File: src/rtl/ahb_slave_mem.sv
// AHB-Lite slave backed by a word-addressed register memory, with configurable wait states.
// Supports byte/halfword/word accesses and two-cycle ERROR responses.
module ahb_slave_mem #(
  parameter int MEM_DEPTH   = 64,
  parameter int WAIT_STATES = 1
) (
  input  logic        HCLK,
  input  logic        HRESETn,
  input  logic        HSEL,
  input  logic [31:0] HADDR,
  input  logic        HWRITE,
  input  logic [2:0]  HSIZE,
  input  logic [1:0]  HTRANS,
  input  logic [2:0]  HBURST,
  input  logic [3:0]  HPROT,
  input  logic        HMASTLOCK,
  input  logic        HREADY,
  input  logic [31:0] HWDATA,
  output logic [31:0] HRDATA,
  output logic        HREADYOUT,
  output logic        HRESP
);

  // state | meaning
  // IDLE  | ready; also the completion cycle of an OKAY transfer when dphase_q=1
  // WAIT  | OKAY transfer stalled, cnt_q counts remaining low cycles down to 0
  // ERR1  | first ERROR cycle, HREADYOUT low
  // ERR2  | second ERROR cycle, HREADYOUT high, may accept next transfer
  typedef enum logic [1:0] {IDLE, WAIT, ERR1, ERR2} state_e;

  localparam int IDX_W = $clog2(MEM_DEPTH);

  state_e             state_q, state_d;
  logic [3:0]         cnt_q, cnt_d;
  logic               dphase_q, dphase_d;
  logic               write_q, write_d;
  logic [1:0]         size_q, size_d;
  logic [1:0]         lane_q, lane_d;
  logic [IDX_W-1:0]   idx_q, idx_d;

  logic               accept;
  logic               xfer_err;
  logic               commit;
  logic [3:0]         byte_en;
  logic [31:0]        rd_word;
  logic [31:0]        wr_word;
  logic [31:0]        mem_w [MEM_DEPTH];

  logic unused_ok;
  assign unused_ok = ^{HBURST, HPROT, HMASTLOCK, HTRANS[0]};

  assign accept   = HSEL & HREADY & HTRANS[1];
  assign xfer_err = (HADDR[31:2] >= 30'(MEM_DEPTH))
                  | (HSIZE > 3'd2)
                  | ((HSIZE == 3'd1) & HADDR[0])
                  | ((HSIZE == 3'd2) & (HADDR[1:0] != 2'b00));

  always_comb begin
    state_d  = state_q;
    cnt_d    = cnt_q;
    dphase_d = dphase_q;
    write_d  = write_q;
    size_d   = size_q;
    lane_d   = lane_q;
    idx_d    = idx_q;
    case (state_q)
      IDLE, ERR2: begin
        state_d  = IDLE;
        dphase_d = 1'b0;
        cnt_d    = 4'd0;
        if (accept) begin
          write_d = HWRITE;
          size_d  = HSIZE[1:0];
          lane_d  = HADDR[1:0];
          idx_d   = HADDR[IDX_W+1:2];
          if (xfer_err) begin
            state_d = ERR1;
          end else begin
            dphase_d = 1'b1;
            if (WAIT_STATES > 0) begin
              state_d = WAIT;
              cnt_d   = 4'(WAIT_STATES - 1);
            end
          end
        end
      end
      WAIT: begin
        if (cnt_q == 4'd0) state_d = IDLE;
        else               cnt_d   = cnt_q - 4'd1;
      end
      ERR1:    state_d = ERR2;
      default: state_d = IDLE;
    endcase
  end

  always_ff @(posedge HCLK or negedge HRESETn) begin
    if (!HRESETn) begin
      state_q  <= IDLE;
      cnt_q    <= 4'd0;
      dphase_q <= 1'b0;
      write_q  <= 1'b0;
      size_q   <= 2'd0;
      lane_q   <= 2'd0;
      idx_q    <= '0;
    end else begin
      state_q  <= state_d;
      cnt_q    <= cnt_d;
      dphase_q <= dphase_d;
      write_q  <= write_d;
      size_q   <= size_d;
      lane_q   <= lane_d;
      idx_q    <= idx_d;
    end
  end

  // Completion cycle of an OKAY transfer is IDLE with a data phase still open.
  assign commit = dphase_q & write_q & (state_q == IDLE);

  always_comb begin
    byte_en = 4'b0000;
    case (size_q)
      2'd0:    byte_en = 4'b0001 << lane_q;
      2'd1:    byte_en = lane_q[1] ? 4'b1100 : 4'b0011;
      default: byte_en = 4'b1111;
    endcase
  end

  assign rd_word = mem_w[idx_q];

  always_comb begin
    wr_word = rd_word;
    for (int b = 0; b < 4; b++) begin
      if (byte_en[b]) wr_word[8*b +: 8] = HWDATA[8*b +: 8];
    end
  end

  for (genvar w = 0; w < MEM_DEPTH; w++) begin : g_word
    logic [31:0] word_q;
    always_ff @(posedge HCLK or negedge HRESETn) begin
      if (!HRESETn)                              word_q <= 32'd0;
      else if (commit && (idx_q == IDX_W'(w)))   word_q <= wr_word;
    end
    assign mem_w[w] = word_q;
  end

  assign HREADYOUT = (state_q != WAIT) && (state_q != ERR1);
  assign HRESP     = (state_q == ERR1) || (state_q == ERR2);
  assign HRDATA    = (dphase_q && !write_q) ? rd_word : 32'd0;

endmodule

File: config.mk
export PLATFORM = sky130hd
export DESIGN_NAME = ahb_slave_mem
export DESIGN_NICKNAME = d
export VERILOG_FILES = /design/src/rtl/ahb_slave_mem.sv
export SDC_FILE = /design/constraint.sdc
export NUM_CORES = 2
export LEC_CHECK = 0
export CORE_UTILIZATION = 45
export DETAILED_ROUTE_END_ITERATION = 10
export DONT_BUFFER_PORTS = 1
export PLACE_DENSITY = 0.59
export SLEW_MARGIN = 40
export SYNTH_ARGS = -nofsm -noshare
export SYNTH_HDL_FRONTEND = slang
export SYNTH_SLANG_ARGS = --single-unit
File: constraint.sdc
create_clock -name HCLK -period 2.8 [get_ports HCLK]
set_input_delay 0.28 -clock HCLK [delete_from_list [all_inputs] [get_ports HCLK]]
set_output_delay 0.28 -clock HCLK [all_outputs]
set_load 0.02 [all_outputs]
After elaboration in Yosys (flattened, before gate mapping)

Cells that the tools add are included.
Widths: inputs -> output; s select.

Register bits after elaboration: 2066
Output and inout port bits: 34
Word-level logic and storage cells: 254

Shifts and indexed selects: 1
Equal/unequal tests: 73
Add/sub/neg operators: 1
Bitwise logic cells: 10
Magnitude comparators: 3
Mux-type cells: 18
Reductions and logical operators: 77

Operator list:

| kind                | count |
|---|---|
| $bmux 32 s6         | 1 |
| $eq 6x6->1 const B  | 32 |
| $eq 6x5->1 const B  | 16 |
| $mux 32             | 3 |
| $logic_and 1x1->1   | 66 |
| $eq 6x4->1 const B  | 8 |
| $mux 8              | 4 |
| $ge 30x7->1 const B | 1 |
| $eq 6x3->1 const B  | 4 |
| $pmux 4 s2          | 2 |
| $eq 6x2->1 const B  | 2 |
| $mux 4              | 2 |
| $ge 7x7->1 const B  | 1 |
| $not 6->7           | 1 |
| $and 1x1->1         | 6 |
| $eq 6x1->1 const B  | 1 |
| $logic_not 6->1     | 1 |
| $mux 2              | 3 |
| $ne 2x2->1 const B  | 3 |
| $pmux 2 s3          | 1 |
| $eq 2x1->1 const B  | 2 |
| $eq 2x2->1 const B  | 2 |
| $logic_not 2->1     | 2 |
| $logic_not 4->1     | 1 |
| other kinds (13)    | 18 |

Longest topological paths before layout

Word-level depth: 7
Gate-level depth with buffers: 12
Depth with buffers taken out: 7

Worst setup path before layout

Ideal clock, no wire load.

Path kind: register to output
Start: register idx_q[0]
End: output HRDATA[9]
Cell stages (with the launch flop): 11
Path buffers: 5
Setup slack: 0.034 ns
Required time: 2.520 ns
Arrival time: 2.486 ns
Cell sequence: dfrtp_1 > buf_4 > buf_6 > buf_6 > buf_4 > buf_2 > mux2i_1 > o22ai_1 > or4_1 > or4_1 > o211a_1

Cells in the longest elaborated chain, start to end: 5

Ends and longest elaborated chain:

| what                                        | line | source |
|---|---|---|
| from (decl)                                 | 39   | `logic [IDX_W-1:0] idx_q, idx_d;` |
| from (signal assigned)                      | 112  | `idx_q <= idx_d;` |
| $not 6->7 (implied by the code)             | 128  | `assign rd_word = mem_w[idx_q];` |
| $bmux 32 s6                                 | 128  |  |
| $mux 32 (implied by the code) (2 in series) | 128  |  |
| $mux 32                                     | 148  | `assign HRDATA = (dphase_q && !write_q) ? rd_word : 32'd0;` |
| to (decl)                                   | 19   | `output logic [31:0] HRDATA,` |

Every way passes these cells. The select of a mux whose other input is x is not followed.

Worst setup path after layout

Start: register idx_q[3]
End: output HRDATA[5]

Same word-level chain as after synthesis.

==> metrics.txt <==
first-pass GRT wire length=422.9 mm; area of the multi-input gates=0.03799 mm2; Setup crit start kind=register; Storage cell area=0.05172 mm2; VDD IR-drop max=0.5731 mV; CP max FO=12; Filler Cells Inserted=17.18k; die height=455.1 um; Setup CP Type=reg -> out; vias post-DR=69.34k; Least-Margin Pin Slew=0.7608 ns; status=finished, violations left; Most used DFF post-synth=dfrtp_1; dominant cell type by area after synthesis=dfrtp_1; clock share of power=39.3%; Avg Cell Area, Syn=10.74 um2; Tmin final=4.017 ns; #FFs+latches synth=2066; Tot Pwr=74.87 mW; P_sw=21.73 mW; failing checks=negative hold slack, negative setup slack; fin. max-slew vios=0; port bufs=0; CTS root buffer=clkbuf_16; Synth Net Count=8691; number of synthesized flops with an enable pin=0; CP Data Required Time=2.52 ns; Post-CTS Hold Buffers=62; Post-Syn Instances=8603; Post-DP Area=0.1019 mm2; H-tree depth=4; # DRC=0; Final Skew=0.03293 ns; Worst Path Arrival=3.74 ns; Initial Util=45.48%; most common cell in the synthesized netlist=dfrtp_1; CTS tree=built; switching share of power=29.02%; core area=0.2031 mm2; Detailed Routing Iterations Pass 1=8; sequential share of the synthesized area=55.96%; clk buf depth=3; area share of the largest cell type after synthesis=55.96%; post-detail-place hpwl=172.0 mm; CP endpoint kind=primary output; synth top area cells=dfrtp_1 (56%), nor2_1 (8.1%), mux4_2 (7.7%); Area Overhead vs Synth=21.35%; gr ovfl total=0; Max-Slew Margin vs Limit=49.28%; Final ANT Viol Nets=0; I/O Pins=116; Pint=53.14 mW; Comb pwr share=20.6%; number of nets in the layout=8894; share of layout cells above drive strength 1=19.95%; Final Hold Vio Count=110; max cap viols=0; final worst slack=-1.217 ns; post-placement setup slack=-0.8965 ns; gpl congestion=0.8351; largest net degree at the start of global routing=114; Overall Global Routing Usage=26.78%; Yosys Warn Count=0; Reg clk slew, reported paths=0.06 ns; Layout Utilization=55.19%; finished layout cell area=0.1121 mm2; Initial DRC Count=6197; RSZ-0062 raised after global routing=true; Finished Layout Cells=11.66k; synth cell count leaders=dfrtp_1 (2066), nor2_1 (2003), a31oi_1 (1024), a21oi_1 (1021), mux2i_1 (541); hold_ws=-0.1214 ns; vias per cell=5.946; die width=455.1 um; sequential power share=40.0%; Lkg Pwr=41.37 nW; Cell Rows=165; initial antenna violation count=8; Post-Synthesis Cell Area=0.09239 mm2; Pwr Density=667.7 mW/mm2; TritonCTS Buffers=215; Sink Count=2066; Post-Place Cells=11.12k; WL final=279.8 mm; Final Cycle Share=143.5%; async set or reset register ratio after synthesis=100.0%; Die ar.=0.2071 mm2; wire per inst=24.00 um; Fmax=248.9 MHz; vias in the first global route=68.45k; Synth cell types=52; Final Setup Violations=1075; Worst Hold Class=in -> async; Clk Latency, worst-skew pair=0.87 ns
[what timing repair did]
item,4_1_cts,5_1_grt
endpoints found under the hold margin,1476,110
endpoints found under the setup margin,1056,2022
buffers inserted,5,46
cloned,5,20
gates resized for setup,94,106
pin swaps,3,13
[through the flow]
stage | setup TNS (ns) | hold WS (ns)
final | -309.96 | -0.1214
after global routing | -377.61 | -0.08519
after CTS | -623.55 | 0.00005385
after detailed placement | -421.83 | -0.01025
after global placement | -877.43 | -0.01019
after floorplan | 0 | -0.01559
[registers in the layout, indices dropped and copies added (netlist names)]
name,flops
write_q,1
size_q,2
g_word.word_q,2048
lane_q,2
state_q,2
cnt_q,4
dphase_q,1
idx_q,6
[metal layers]
layer,vias to the layer above,GRT usage [%],routed length [um]
met2,2192,43.67,135200
met1,35233,36.39,118500
li1,31381,-,-
met5,-,0,0
met3,531,3.331,15280
met4,0,10.95,10860
[power groups by stage]
stage / Sequential (mW) / Clock [mW] / Combinational [mW]
4_1_cts: 30.0 / 29.9 / 14.4
3_5_place_dp: 30.5 / 0 / 13.7
5_1_grt: 29.9 / 31.0 / 16.1
2_1_floorplan: 30.5 / 0 / 7.37
6_report: 30.0 / 29.5 / 15.5
3_3_place_gp: 30.5 / 0 / 13.5
[cell type report]
| type | instances | share of cell area [%] |
|---|---|---|
| Inverter | 10 | 0.03794 |
| Antenna cell | 5 | 0.01116 |
| Clock buffer | 322 | 5.712 |
| Clock inverter | 73 | 0.8258 |
| Multi-Input combinational cell | 5656 | 33.88 |
| Timing Repair Buffer | 857 | 10.43 |
| Sequential cell | 2066 | 46.13 |
| Tap cell | 2672 | 2.982 |
[cell usage in the layout (no fill, tap or decap), drive strengths merged, types with 4 or more instances in the layout]
cell,synthesis,final
o21ai,35,35
nand3,11,11
o31a,17,17
mux2,119,119
a22oi,64,64
clkbuf,449,341
or2,4,4
dfrtp,2066,2066
buf,422,786
diode,0,5
nand2,141,141
and3,65,65
a21oi,1021,1021
nor2,2030,2030
clkinvlp,0,6
clkinv,0,41
ha,6,6
mux2i,541,541
a31oi,1024,1024
mux4,314,314
nor4,7,7
o31ai,4,4
inv,10,20
o22ai,134,134
dlygate4sd3,0,52
bufinv,0,16
nor2b,7,7
nand4,4,4
o41ai,29,29
or4,35,35
o21a,14,14
[cells by family (layout without fill, tap and decap cells)]
group                    after synthesis  in the layout  synth area share, %
AO/OA/AOI/OAI                       2353           2353                14.77
AND/OR/NAND/NOR                     2321           2321                9.980
flip-flops                          2066           2066                55.96
multiplexers                         974            974                14.97
buffers and inverters                881           1262                4.230
adder cells (fa/ha/maj)                6              6              0.08125
XOR/XNOR                               2              2              0.01896
other                                  0              5                    0
[critical path, stage by stage (launching register included)]
cell and delay [ns]:
dfrtp_4 0.47, buf_6 0.15, buf_4 0.15, nand4_1 0.16
buf_4 0.18, clkbuf_16 0.21, o22ai_1 0.09, or4_1 0.65
or4_1 0.55, o211a_4 0.24
[worst paths after layout]
| path | start | slack, ns | cells past startpoint | end |
|---|---|---|---|---|
| worst max-delay path | idx_q[3] | -1.22 | 9 | HRDATA[5] |
| worst min-delay path | HRESETn | -0.12 | 6 | g_word[44].word_q[0] |
| worst max register to register | idx_q[0] | -0.48 | 12 | g_word[63].word_q[4] |
| worst min register to register | g_word[57].word_q[9] | 0.50 | 1 | g_word[57].word_q[9] |
| max in group asynchronous | HRESETn | 0.45 | 15 | g_word[56].word_q[25] |
| min in group HCLK | HWDATA[27] | 0.08 | 4 | g_word[24].word_q[27] |
(Power assumes the default switching activity.)
